## src/rtl/rob_commit.sv

```systemverilog
// rob_commit: 16-entry reorder buffer. Allocates entries at dispatch, collects
// ALU/LSB writebacks, commits in program order and flushes on mispredict.
// Ports:
//   clk_in, rst_in (async active-low), rdy_in (global stall when low)
//   dc_*        : dispatch from decoder; rob_full / rob_tail_id back to it
//   qry_*       : combinational operand lookup from registered state
//   rs_*, lsb_* : writebacks from the ALU and the load/store buffer
//   commit_*    : register-file write pulse; store_commit releases stores
//   bp_*        : branch outcome at commit; rob_clear/clear_pc flush + restart
//   halt        : sticky once an EXIT entry commits
module rob_commit #(
    parameter int unsigned ROB_SIZE = 16,
    parameter int unsigned ROB_W    = 4
) (
    input  logic             clk_in,
    input  logic             rst_in,
    input  logic             rdy_in,
    input  logic             dc_valid,
    input  logic [1:0]       dc_kind,
    input  logic [4:0]       dc_rd,
    input  logic [31:0]      dc_pc,
    input  logic             dc_pred_taken,
    input  logic [31:0]      dc_alt_pc,
    output logic             rob_full,
    output logic [ROB_W-1:0] rob_tail_id,
    input  logic [ROB_W-1:0] qry_i_id,
    input  logic [ROB_W-1:0] qry_j_id,
    output logic             qry_i_ready,
    output logic             qry_j_ready,
    output logic [31:0]      qry_i_value,
    output logic [31:0]      qry_j_value,
    input  logic             rs_has_output,
    input  logic [ROB_W-1:0] rs_rob_id,
    input  logic [31:0]      rs_output,
    input  logic             is_lsb,
    input  logic [ROB_W-1:0] lsb_rob_id,
    input  logic [31:0]      lsb_res,
    output logic             commit_valid,
    output logic [4:0]       commit_rd,
    output logic [31:0]      commit_value,
    output logic [ROB_W-1:0] commit_rob_id,
    output logic             store_commit,
    output logic             bp_valid,
    output logic [31:0]      bp_pc,
    output logic             bp_taken,
    output logic             rob_clear,
    output logic [31:0]      clear_pc,
    output logic             halt
);

    localparam int unsigned CNT_W = ROB_W + 1;

    typedef enum logic [1:0] {
        KIND_REG    = 2'd0,
        KIND_STORE  = 2'd1,
        KIND_BRANCH = 2'd2,
        KIND_EXIT   = 2'd3
    } kind_t;

    typedef struct packed {
        kind_t       kind;
        logic [4:0]  rd;
        logic [31:0] pc;
        logic        pred_taken;
        logic [31:0] alt_pc;
        logic [31:0] value;
    } entry_t;

    entry_t              ent [ROB_SIZE];
    logic [ROB_SIZE-1:0] busy;
    logic [ROB_SIZE-1:0] ready;
    logic [ROB_W-1:0]    head;
    logic [ROB_W-1:0]    tail;
    logic [CNT_W-1:0]    count;

    entry_t           head_ent;
    logic             active;
    logic             do_disp;
    logic             do_commit;
    logic             mispredict;
    logic             dc_ready;
    logic [CNT_W-1:0] count_next;

    assign rob_tail_id = tail;

    // Operand lookup sees only registered state; the RS handles its own bypass.
    assign qry_i_ready = busy[qry_i_id] & ready[qry_i_id];
    assign qry_j_ready = busy[qry_j_id] & ready[qry_j_id];
    assign qry_i_value = ent[qry_i_id].value;
    assign qry_j_value = ent[qry_j_id].value;

    // Control decode: the flush cycle and a global stall both freeze inputs.
    always_comb begin
        head_ent   = ent[head];
        active     = rdy_in & ~rob_clear;
        do_disp    = active & dc_valid & ~rob_full & ~halt;
        do_commit  = active & busy[head] & ready[head] & ~halt;
        mispredict = do_commit & (head_ent.kind == KIND_BRANCH) &
                     (head_ent.value[0] != head_ent.pred_taken);
        dc_ready   = (dc_kind == 2'(KIND_STORE)) | (dc_kind == 2'(KIND_EXIT));
        count_next = count + CNT_W'(do_disp) - CNT_W'(do_commit);
    end

    // Buffer state, commit pulses and held commit/branch outputs.
    always_ff @(posedge clk_in or negedge rst_in) begin
        if (!rst_in) begin
            ent           <= '{default: '0};
            busy          <= '0;
            ready         <= '0;
            head          <= '0;
            tail          <= '0;
            count         <= '0;
            rob_full      <= 1'b0;
            commit_valid  <= 1'b0;
            commit_rd     <= '0;
            commit_value  <= '0;
            commit_rob_id <= '0;
            store_commit  <= 1'b0;
            bp_valid      <= 1'b0;
            bp_pc         <= '0;
            bp_taken      <= 1'b0;
            rob_clear     <= 1'b0;
            clear_pc      <= '0;
            halt          <= 1'b0;
        end else begin
            commit_valid <= 1'b0;
            store_commit <= 1'b0;
            bp_valid     <= 1'b0;
            rob_clear    <= 1'b0;

            if (active) begin
                if (rs_has_output && busy[rs_rob_id]) begin
                    ent[rs_rob_id].value <= rs_output;
                    ready[rs_rob_id]     <= 1'b1;
                end
                if (is_lsb && busy[lsb_rob_id]) begin
                    ent[lsb_rob_id].value <= lsb_res;
                    ready[lsb_rob_id]     <= 1'b1;
                end

                if (do_disp) begin
                    ent[tail] <= '{kind:       kind_t'(dc_kind),
                                   rd:         dc_rd,
                                   pc:         dc_pc,
                                   pred_taken: dc_pred_taken,
                                   alt_pc:     dc_alt_pc,
                                   value:      32'd0};
                    busy[tail]  <= 1'b1;
                    ready[tail] <= dc_ready;
                end

                if (do_commit) begin
                    busy[head]    <= 1'b0;
                    ready[head]   <= 1'b0;
                    commit_rob_id <= head;
                    case (head_ent.kind)
                        KIND_REG: begin
                            commit_valid <= 1'b1;
                            commit_rd    <= head_ent.rd;
                            commit_value <= head_ent.value;
                        end
                        KIND_STORE:  store_commit <= 1'b1;
                        KIND_BRANCH: begin
                            bp_valid <= 1'b1;
                            bp_pc    <= head_ent.pc;
                            bp_taken <= head_ent.value[0];
                        end
                        KIND_EXIT:   halt <= 1'b1;
                        default:     ;
                    endcase
                end

                // Mispredict empties the buffer, overriding this edge's dispatch/writebacks.
                if (mispredict) begin
                    busy      <= '0;
                    ready     <= '0;
                    head      <= '0;
                    tail      <= '0;
                    count     <= '0;
                    rob_full  <= 1'b0;
                    rob_clear <= 1'b1;
                    clear_pc  <= head_ent.alt_pc;
                end else begin
                    if (do_disp) begin
                        tail <= tail + ROB_W'(1);
                    end
                    if (do_commit) begin
                        head <= head + ROB_W'(1);
                    end
                    count    <= count_next;
                    rob_full <= (count_next == CNT_W'(ROB_SIZE));
                end
            end
        end
    end

endmodule

```

## config.mk

```make
export PLATFORM = sky130hd
export DESIGN_NAME = rob_commit
export DESIGN_NICKNAME = d
export VERILOG_FILES = /design/src/rtl/rob_commit.sv
export SDC_FILE = /design/constraint.sdc
export NUM_CORES = 2
export LEC_CHECK = 0
export CAP_MARGIN = 10
export CORE_MARGIN = 2
export CORE_UTILIZATION = 40
export CTS_CLUSTER_SIZE = 16
export DETAILED_ROUTE_END_ITERATION = 7
export HOLD_SLACK_MARGIN = 0.03
export PLACE_DENSITY = 0.59
export SLEW_MARGIN = 15
export SYNTH_ARGS = -nofsm -noshare
export SYNTH_HDL_FRONTEND = slang
export SYNTH_SLANG_ARGS = --single-unit
```

## constraint.sdc

```tcl
create_clock -name clk_in -period 5.3 [get_ports clk_in]
set_clock_uncertainty 0.1 [all_clocks]
set_input_delay 0.53 -clock clk_in [delete_from_list [all_inputs] [get_ports clk_in]]
set_output_delay 0.53 -clock clk_in [all_outputs]
set_load 0.1 [all_outputs]
```

==> results.py <==
metrics = {
    "yosys": {
        "avgSynthCellArea_sq_um": 11.3,
        "ys.flop_type": "dfrtp_1",
        "synth_cell_type_count": 60,
        "synth_enable_flop_cells": 0,
        "synth.most_common_cell": "nand2_1",
        "synthCells": 8732,
        "ys_seq_area_share_pct": 46.1,
        "yosysTopAreaCell": "dfrtp_1",
        "synth_top_area_share_pct": 46.1,
        "ys_top_cells_by_count": "nand2_1 (2671), dfrtp_1 (1821), mux4_2 (845)",
        "synth_fp_nets": 8904,
        "synth_area_sq_mm": 0.0989,
        "synthTopCellsByArea": "dfrtp_1 (46%), mux4_2 (19%), nand2_1 (10%)",
        "yosys_warnings": 0,
        "synth-seq-cells": 1821,
        "async_flop_share_pct": 100,
    },
    "timing": {
        "fin_crit_sh_pct": 80.7,
        "rsz0062_at_grt": "no",
        "worst_slack_ns": 1.02,
        "relSlewSlack_pct": 19.1,
        "drv_slew": 0,
        "setup-tns-final_ns": 0,
        "finalHoldViolCount": 0,
        "fmax_ghz": 0.234,
        "setup-violations-final": 0,
        "worst_pin_slew_ns": 1.21,
        "post-route-min-period_ns": 4.28,
    },
    "hold_path": {
        "hold_path_class": "primary input to async pin",
    },
    "pwr": {
        "ir_worst_vdd_uv": 598,
        "power.internal_w": 0.0389,
        "power_frac_seq_pct": 37.2,
        "p_switching_w": 0.0237,
        "swShare_pct": 37.9,
        "power.density_mw_per_mm2": 558,
        "power_frac_comb_pct": 39.3,
        "p_leak_nw": 49.9,
        "clockPowerShare_pct": 23.6,
    },
    "status": {
        "status": "complete, no violations",
    },
    "global_routing": {
        "antenna_found_initial": 57,
        "grtUsageTotal_pct": 28.3,
        "grt_pass1_wl_um": 525000,
        "grt_overflow": 0,
        "grt_max_degree": 175,
        "grt_pass1_vias": 74393,
    },
    "clock_tree": {
        "cts_buffers": 200,
        "cts.clk_slew.worst_paths_ns": 0.06,
        "cts_resized": 0,
        "clk-insertion-delay-late_ns": 0.88,
        "clock_tree.root_cell": "clkbuf_16",
        "post_cts_buffers": 0,
        "cts_max_path_buffers": 3,
        "ctsHtreeMaxLevel": 4,
        "clock-sinks": 1821,
        "cts_tree": "built",
    },
    "routing": {
        "via_per_inst": 6.22,
        "drt_iter0_markers": 8587,
        "first_pass_iters": 6,
        "drc": 0,
        "postRouteAntennaNets": 0,
        "wl_per_cell_um": 29.9,
        "routed_wirelength_um": 358000,
        "dr_total_vias": 74574,
    },
    "worst_setup_path": {
        "rrSetupSlack_ns": 1.08,
        "r2r_end": "rob_full",
        "crit_slowest_cell": "clkdlybuf4s50_1",
        "cpPeakStageDelay_ns": 1.02,
        "timing.rr.start": "head[1]",
        "cp-end-kind": "output port",
        "required_ns": 4.67,
        "crit_family": "buffers and inverters",
        "startpoint_type": "primary input",
        "endpoint": "qry_j_value[3]",
        "cp_data_arrival_time_ns": 3.65,
        "path_buf_inv": 2,
        "path_max_fanout": 81,
        "cp_num_cells": 4,
        "reg2reg_depth": 12,
        "crit_start": "qry_j_id[0]",
        "cpMostUsedCell": "mux4_2",
        "path_class": "primary input to output port",
        "crit_chain": "clkbuf_8 > mux4_2 > mux4_2 > clkdlybuf4s50_1",
    },
    "die": {
        "rows": 182,
        "die_x_um": 501,
        "io_pins": 340,
        "core_area_sq_mm": 0.246,
        "start_util_pct": 40.2,
        "die_area_sq_mm": 0.251,
        "die_height_um": 501,
    },
    "place": {
        "gp_congestion": 0.860,
        "port_buffers": 339,
        "dp_hpwl_um": 197000,
        "dp_slack_ns": 0.853,
    },
    "layout": {
        "fillCellCount": 22108,
        "fin_nets": 8756,
        "drive_above_1_share_pct": 23.3,
        "area_delta_synth_final_pct": 13.6,
    },
    "flow_run": {
        "maxCapViolations": 0,
    },
}
## per-stage QoR
step | hold slack [ns] | cell area (sq um) | total power, W | utilization [%] | std cells
2_1_floorplan | 0.134 | 98900 | 0.0406 | - | 8732
3_3_place_gp | 0.352 | 105000 | 0.0470 | 42.8 | 11601
3_5_place_dp | 0.358 | 105000 | 0.0479 | 42.8 | 11601
4_1_cts | 0.287 | 112000 | 0.0627 | 45.6 | 11968
5_1_grt | 0.289 | 112000 | 0.0656 | 45.6 | 11987
6_report | 0.233 | 112000 | 0.0626 | 45.6 | 11990
## power by group through the flow
| stage | Combinational (W) | Clock [W] | Sequential, W |
|---|---|---|---|
| detailed placement | 0.0245 | 0 | 0.0234 |
| CTS | 0.0246 | 0.0149 | 0.0232 |
| floorplan | 0.0162 | 0 | 0.0244 |
| finish | 0.0246 | 0.0148 | 0.0233 |
| global route | 0.0262 | 0.0155 | 0.0239 |
| global placement | 0.0240 | 0 | 0.0230 |
## metal layers
layer,wire (um),vias up,track usage [%]
met5,267,-,0
met4,15300,40,11.9
met3,34500,856,6.54
met2,170000,4045,45.0
met1,139000,38689,37.3
li1,-,30944,-
## what timing repair did
| action | 4_1_cts | 5_1_grt |
|---|---|---|
| hold buffers | 1 | 0 |
| hold endpoints to repair | 75 | 0 |
| endpoints found under the setup margin | 0 | 0 |
## how the worst min path moves through the flow
| stage | to | slack, ns | cells past startpoint |
|---|---|---|---|
| after floorplan | bp_pc[0] | 0.13 | 0 |
| after global placement | ent[597] | 0.35 | 2 |
| after detailed placement | ent[1455] | 0.36 | 2 |
| after CTS | ent[1376] | 0.29 | 2 |
| after global routing | ent[1584] | 0.29 | 2 |
| final | ent[1376] | 0.23 | 2 |
## cells by family (layout without fill, tap and decap cells)
logic type	after synthesis	count (layout)	share of synthesized area (%)
adders and majority gates	14	14	0.185
AOI/OAI and AO/OA	1129	1129	7.74
other	0	22	0
DFF	1821	1821	46.1
muxes	1899	1899	30.7
xor gates and xnor gates	8	8	0.0709
buffers and inverters	901	917	3.58
and+or+nand+nor	2960	2960	11.7
## flip-flops by register name, summed over array words and instances, names as in the netlist, 4 cells and up
name and cells:
commit_value 32, clear_pc 32, count 5, commit_rd 5
commit_rob_id 4, busy 16, head 4, ready 16
ent 1664, rob_tail_id 4, bp_pc 32
## layout make-up
type / count / area [sq um] / area share [%]
multi-input cells: 6010 / 50200 / 44.7
flip-flops and latches: 1821 / 45600 / 40.6
clock buffers: 297 / 5950 / 5.30
repair buffers: 535 / 5370 / 4.79
well taps: 3220 / 4030 / 3.59
clock inverters: 69 / 977 / 0.871
inverters: 16 / 60.1 / 0.0535
diodes: 22 / 55.1 / 0.0490
## cells in the final DEF (no fill, tap or decap), drive strengths merged, types with 14 or more instances in the layout
| master | count |
|---|---|
| nand2 | 2671 |
| dfrtp | 1821 |
| mux4 | 845 |
| mux2 | 537 |
| mux2i | 517 |
| o21ai | 512 |
| a22o | 480 |
| clkbuf | 299 |
| clkdlybuf4s50 | 287 |
| buf | 245 |
| nor2 | 127 |
| a21oi | 76 |
| clkinv | 45 |
| and3 | 39 |
| nand3 | 32 |
| diode | 22 |
| inv | 21 |
| nor3 | 18 |
| o41ai | 16 |
| and2 | 16 |
| bufinv | 14 |
Power figures use the tool's default switching activity.
